==> config.mk <==
export PLATFORM = sky130hd
export DESIGN_NAME = load_store_unit
export DESIGN_NICKNAME = d
export VERILOG_FILES = /design/src/rtl/riscv_pkg.sv /design/src/rtl/lsu_align.sv /design/src/rtl/load_store_unit.sv
export SDC_FILE = /design/constraint.sdc
export NUM_CORES = 1
export LEC_CHECK = 0
export CAP_MARGIN = 20
export CORE_MARGIN = 5
export CORE_UTILIZATION = 38
export DETAILED_ROUTE_END_ITERATION = 6
export GPL_TIMING_DRIVEN = 0
export PLACE_DENSITY = 0.67
export SKIP_CTS_REPAIR_TIMING = 1
export SKIP_LAST_GASP = 1
export SYNTH_ARGS = -nofsm -noshare
export SYNTH_HDL_FRONTEND = slang
export SYNTH_SLANG_ARGS = --single-unit
export TNS_END_PERCENT = 50
==> constraint.sdc <==
create_clock -name clk -period 6.25 [get_ports clk]
set_input_delay 1.25 -clock clk [delete_from_list [all_inputs] [get_ports clk]]
set_output_delay 1.25 -clock clk [all_outputs]
set_load 0.02 [all_outputs]
==> src/rtl/riscv_pkg.sv <==
// Shared RV32I memory-stage definitions: funct3 codes,
// fault causes and load/store unit state encoding.
package riscv_pkg;

  localparam logic [2:0] F3_LB  = 3'b000;
  localparam logic [2:0] F3_LH  = 3'b001;
  localparam logic [2:0] F3_LW  = 3'b010;
  localparam logic [2:0] F3_LBU = 3'b100;
  localparam logic [2:0] F3_LHU = 3'b101;
  localparam logic [2:0] F3_SB  = 3'b000;
  localparam logic [2:0] F3_SH  = 3'b001;
  localparam logic [2:0] F3_SW  = 3'b010;

  typedef enum logic [1:0] {
    CAUSE_NONE    = 2'b00,
    CAUSE_ALIGN   = 2'b01,
    CAUSE_BUS     = 2'b10,
    CAUSE_TIMEOUT = 2'b11
  } faultCause_e;

  typedef enum logic [1:0] {
    IDLE = 2'b00,
    REQ  = 2'b01,
    DONE = 2'b10
  } lsuState_e;

  function automatic logic legalF3(
    input logic       isStore,
    input logic [2:0] f3
  );
    logic ok;
    if (isStore)
      ok = f3 inside {F3_SB, F3_SH, F3_SW};
    else
      ok = f3 inside {F3_LB, F3_LH, F3_LW, F3_LBU, F3_LHU};
    return ok;
  endfunction

endpackage

==> src/rtl/lsu_align.sv <==
// Byte-lane steering: store enables/replication, load
// extraction/extension and natural-alignment check.
module lsu_align
  import riscv_pkg::*;
(
  input  logic [2:0]  funct3,
  input  logic [1:0]  addrLo,
  input  logic [31:0] data,
  output logic [3:0]  be,
  output logic [31:0] wdata,
  output logic [31:0] ldata,
  output logic        misalign
);

  logic [7:0]  lByte;
  logic [15:0] lHalf;

  assign lByte = data[{addrLo, 3'b000} +: 8];
  assign lHalf = addrLo[1] ? data[31:16] : data[15:0];

  always_comb begin
    be       = 4'b1111;
    wdata    = data;
    ldata    = data;
    misalign = 1'b0;
    unique case (1'b1)
      funct3[1:0] == 2'b00: begin
        be    = 4'b0001 << addrLo;
        wdata = {4{data[7:0]}};
        ldata = funct3[2] ? {24'b0, lByte}
                          : {{24{lByte[7]}}, lByte};
      end
      funct3[1:0] == 2'b01: begin
        be       = 4'b0011 << {addrLo[1], 1'b0};
        wdata    = {2{data[15:0]}};
        misalign = addrLo[0];
        ldata    = funct3[2] ? {16'b0, lHalf}
                             : {{16{lHalf[15]}}, lHalf};
      end
      funct3[1:0] == 2'b10: begin
        misalign = |addrLo;
      end
      default: begin
        // width 11 is rejected as an illegal funct3 upstream
        misalign = 1'b0;
      end
    endcase
  end

endmodule

==> src/rtl/load_store_unit.sv <==
// M-stage load/store unit: req/ack data bus, alignment,
// fault reporting and pipeline stall generation.
module load_store_unit
  import riscv_pkg::*;
#(
  parameter int TIMEOUT = 255
) (
  input  logic        clk,
  input  logic        reset,
  input  logic        MemReadM,
  input  logic        MemWriteM,
  input  logic [2:0]  Funct3M,
  input  logic [31:0] AddrM,
  input  logic [31:0] WriteDataM,
  output logic [31:0] ReadDataM,
  output logic        StallM,
  output logic        FaultM,
  output logic [1:0]  FaultCause,
  output logic        bus_req,
  output logic        bus_we,
  output logic [31:0] bus_addr,
  output logic [31:0] bus_wdata,
  output logic [3:0]  bus_be,
  input  logic [31:0] bus_rdata,
  input  logic        bus_ack,
  input  logic        bus_err
);

  lsuState_e   state;
  lsuState_e   stateNext;
  logic [31:0] addrQ;
  logic [31:0] wdataQ;
  logic [3:0]  beQ;
  logic        weQ;
  logic [2:0]  funct3Q;
  logic [15:0] cnt;

  logic        access;
  logic        bad;
  logic        timeUp;
  logic        inReq;
  logic [3:0]  inBe;
  logic [31:0] inWdata;
  logic        inMisalign;
  logic [31:0] rdLdata;

  logic [31:0] inLdataUnused;
  logic [3:0]  rdBeUnused;
  logic [31:0] rdWdataUnused;
  logic        rdMisUnused;
  logic        unusedAlign;

  lsu_align uAlignIn (
    .funct3   (Funct3M),
    .addrLo   (AddrM[1:0]),
    .data     (WriteDataM),
    .be       (inBe),
    .wdata    (inWdata),
    .ldata    (inLdataUnused),
    .misalign (inMisalign)
  );

  lsu_align uAlignRd (
    .funct3   (funct3Q),
    .addrLo   (addrQ[1:0]),
    .data     (bus_rdata),
    .be       (rdBeUnused),
    .wdata    (rdWdataUnused),
    .ldata    (rdLdata),
    .misalign (rdMisUnused)
  );

  assign unusedAlign = ^{inLdataUnused, rdBeUnused,
                         rdWdataUnused, rdMisUnused};

  assign access = MemReadM | MemWriteM;
  assign bad    = inMisalign | ~legalF3(MemWriteM, Funct3M);
  assign timeUp = cnt == 16'(TIMEOUT - 1);
  assign inReq  = state == REQ;

  assign bus_req   = inReq;
  assign bus_we    = inReq & weQ;
  assign bus_addr  = inReq ? {addrQ[31:2], 2'b00} : '0;
  assign bus_wdata = inReq ? wdataQ : '0;
  assign bus_be    = inReq ? beQ : '0;

  always_comb begin
    stateNext = state;
    StallM    = 1'b0;
    unique case (state)
      IDLE: begin
        if (access) begin
          if (bad) begin
            stateNext = DONE;
          end else begin
            StallM    = 1'b1;
            stateNext = REQ;
          end
        end
      end
      REQ: begin
        StallM = 1'b1;
        if (bus_err | bus_ack | timeUp)
          stateNext = DONE;
      end
      DONE: stateNext = IDLE;
      default: stateNext = IDLE;
    endcase
  end

  always_ff @(posedge clk) begin
    if (!reset) begin
      state      <= IDLE;
      addrQ      <= '0;
      wdataQ     <= '0;
      beQ        <= '0;
      weQ        <= 1'b0;
      funct3Q    <= '0;
      cnt        <= '0;
      ReadDataM  <= '0;
      FaultM     <= 1'b0;
      FaultCause <= CAUSE_NONE;
    end else begin
      state      <= stateNext;
      FaultM     <= 1'b0;
      FaultCause <= CAUSE_NONE;
      if (state == IDLE && access) begin
        if (bad) begin
          FaultM     <= 1'b1;
          FaultCause <= CAUSE_ALIGN;
          ReadDataM  <= '0;
        end else begin
          addrQ   <= AddrM;
          weQ     <= MemWriteM;
          funct3Q <= Funct3M;
          beQ     <= MemWriteM ? inBe : 4'b1111;
          wdataQ  <= MemWriteM ? inWdata : '0;
          cnt     <= '0;
        end
      end
      if (inReq) begin
        cnt <= cnt + 16'd1;
        if (bus_err) begin
          FaultM     <= 1'b1;
          FaultCause <= CAUSE_BUS;
          ReadDataM  <= '0;
        end else if (bus_ack) begin
          ReadDataM <= rdLdata;
        end else if (timeUp) begin
          FaultM     <= 1'b1;
          FaultCause <= CAUSE_TIMEOUT;
          ReadDataM  <= '0;
        end
      end
    end
  end

endmodule

==> metrics.cfg <==
[min_path]
holdCritStartpoint = addrQ[15]
hp-class = reg2reg

[synth]
synth_seq_cells = 125
synth_compound_area_frac = 0.231
synth.largest_area_cell = dfxtp_1
synth_fa_ha_area_frac = 0.00937
synthXorXnorAreaFrac = 0.00525
synth_warnings = 0
synthCells = 822
seq_area_frac_synth = 0.375
async_reset_ff_frac = 0
synth_common_cells = 125 x dfxtp_1, 117 x nand2_1, 85 x a21oi_1, 67 x and2_1, 50 x nor2_1
synth_edf_count = 0
syn_area_mm2 = 0.00668
synthMuxAreaShare = 0.0384
synth_flop_cell = dfxtp_1
yosys.area.top_type_share = 0.375
synth-simple-area-share = 0.263
syn_avg_cell_area_um2 = 8.12
synth_top_family_by_area = simple AND/OR/NAND/NOR gates
synth_area_leaders = dfxtp_1 37%, nand2_1 6.6%, a21oi_1 6.4%
synth.most_common_cell = dfxtp_1
ys_types = 60

[grt]
grt-ovfl-total = 0
grt_max_degree = 17
grt.total_usage = 0.219
first_global_vias = 6511
grt_first_pass_wirelength_mm = 35.3
antenna_found_initial = 0

[pwr]
ir_drop_mv = 0.198
p_leak_nw = 3.42
p_per_area_mw_per_mm2 = 229

[route]
drt_drc_violations_left = 0
routedWlPerCell_um = 17.8
drtIter0Drc = 385
ant_nets = 0
num_vias = 6929
vias_per_cell = 5.39
routed_wl_mm = 22.9
drt_pass1_iterations = 5

[placed_design]
portBuffers = 206
post-dp-hpwl_mm = 17.1
place_ws_ns = 1.03
gp_congestion = 0.906

[clock_network]
cts_max_path_buffers = 2
cts_max_level = 4
clk-insertion-delay-late_ns = 0.42
cts_tree = done
cts_root_buf = clkbuf_16
cts_sinks = 125
cts_made_buffers = 17
cts.clk_slew.worst_paths_ns = 0.06

[timing]
fin_setup_tns_ns = 0
max_freq_mhz = 192
layout_min_cycle_time_ns = 5.21
period_share = 0.834
relSlewSlack = 0.606
finalSetupViolCount = 0
fin_worst_skew_ns = 0.00836
report.final.slew_viol_count = 0
worst_pin_slew_ns = 0.588
rsz0062_at_grt = false
fin_ws_ns = 1.04
finalHoldViolCount = 0

[outcome]
outcome = completed

[worst_setup_path]
cp_data_required_time_ns = 5.00
rrSetupSlack_ns = 4.17
worst_r2r_path_depth = 8
cp_max_fo = 10
critPathLaunchType = input port
critPathCapture = StallM
crit_arrival_ns = 3.96
critPathLaunch = Funct3M[0]
reg2reg_from = cnt[0]
end_kind = output pin
worstReg2RegEnd = ReadDataM[20]
worstSetupPathType = in2out

[job]
max_cap_viol_count = 0

[floorplanning]
die_area_mm2 = 0.0203
start_util = 0.386
core_mm2 = 0.0173
die_w_um = 143
fp.dieH_um = 143
rows = 48
io_pins = 211

[cells_and_area]
fillers = 1665
nNetsFinal = 1158
drive_gt1_frac = 0.0980
diodes = 0
area_growth_pct = 43.8

[power by group]
group	internal [mW]	switching [mW]	leakage (nW)	total, mW
sequential	0.831	0.0175	1.01	0.848
combinational	0.167	0.216	2.13	0.384
clock	0.586	0.378	0.276	0.965
total	1.58	0.612	3.42	2.20
[layer usage]
metal | wire, µm | share of wire | global-route usage | vias up
met3 | 2220 | 0.097 | 0.0803 | 26
met2 | 10200 | 0.45 | 0.341 | 273
met4 | 322 | 0.014 | 0.0540 | 0
li1 | - | - | - | 3401
met1 | 10100 | 0.44 | 0.289 | 3229
met5 | 0 | 0 | 0 | -
[placed cells by master (no fill, tap or decap), types with 5 or more instances in the layout]
cell type and count:
clkdlybuf4s50_1 206, dfxtp_1 125, nand2_1 117, a21oi_1 85, and2_1 67, nor2_1 50
o211ai_1 39, nand3_1 37, o21ai_0 33, clkbuf_1 30, a22oi_1 25, nand4_1 24
o2111ai_1 18, clkbuf_16 17, buf_2 15, a31oi_1 11, mux2_2 11, mux2i_1 11
inv_1 9, clkbuf_8 9, buf_4 8, a211oi_1 8, nor2b_1 8, buf_6 7
and3_1 6, buf_1 5, o22ai_1 5, ha_1 5
[final cells by class]
cell class	count	area, µm²	share of cell area
Multi-Input combinational cell	613	3660	0.381
Sequential cell	125	2500	0.261
Timing Repair Buffer	206	2060	0.215
Buffer	75	482	0.0502
Clock buffer	18	429	0.0447
Tap cell	225	282	0.0293
Clock inverter	14	146	0.0152
Inverter	10	37.5	0.00391
[registers in the layout, indices dropped and copies added (netlist names)]
signal and cells:
ReadDataM 32, addrQ 32, state 2, cnt 16, weQ 1, beQ 4
FaultM 1, wdataQ 32, FaultCause 2, funct3Q 3
[metrics by stage]
| step | util | hold slack [ns] | power (mW) | cells | area, µm² |
|---|---|---|---|---|---|
| 2_1_floorplan | - | 0.427 | 1.08 | 823 | 6680 |
| 3_3_place_gp | 0.522 | 0.435 | 1.24 | 1254 | 9020 |
| 3_5_place_dp | 0.522 | 0.442 | 1.25 | 1254 | 9020 |
| 4_1_cts | 0.555 | 0.449 | 2.21 | 1286 | 9600 |
| 5_1_grt | 0.555 | 0.456 | 2.29 | 1286 | 9600 |
| 6_report | 0.555 | 0.448 | 2.20 | 1286 | 9600 |
[cell families (layout without fill, tap and decap cells)]
kind of cell	count (synthesis)	after routing
simple gates	342	342
compound gates	237	237
flops	125	125
buf+inv	85	323
mux	23	23
fa+ha+maj	5	5
xor+xnor	4	4
other cells	1	2
[how the worst min path moves through the flow]
stage | endpoint | depth (start not counted)
6_report | addrQ[15] | 2
3_5_place_dp | addrQ[20] | 2
3_3_place_gp | wdataQ[31] | 2
4_1_cts | wdataQ[28] | 2
5_1_grt | wdataQ[12] | 2
2_1_floorplan | wdataQ[10] | 2
[critical path: stages]
cell and delay (ns):
clkdlybuf4s50_1 0.51, inv_1 0.08, ha_1 0.20, buf_4 0.17, or2_1 0.24, buf_6 0.16
a2bb2oi_4 0.16, a31oi_1 0.40, inv_1 0.21, clkdlybuf4s50_1 0.59
Power figures use the tool's default switching activity.
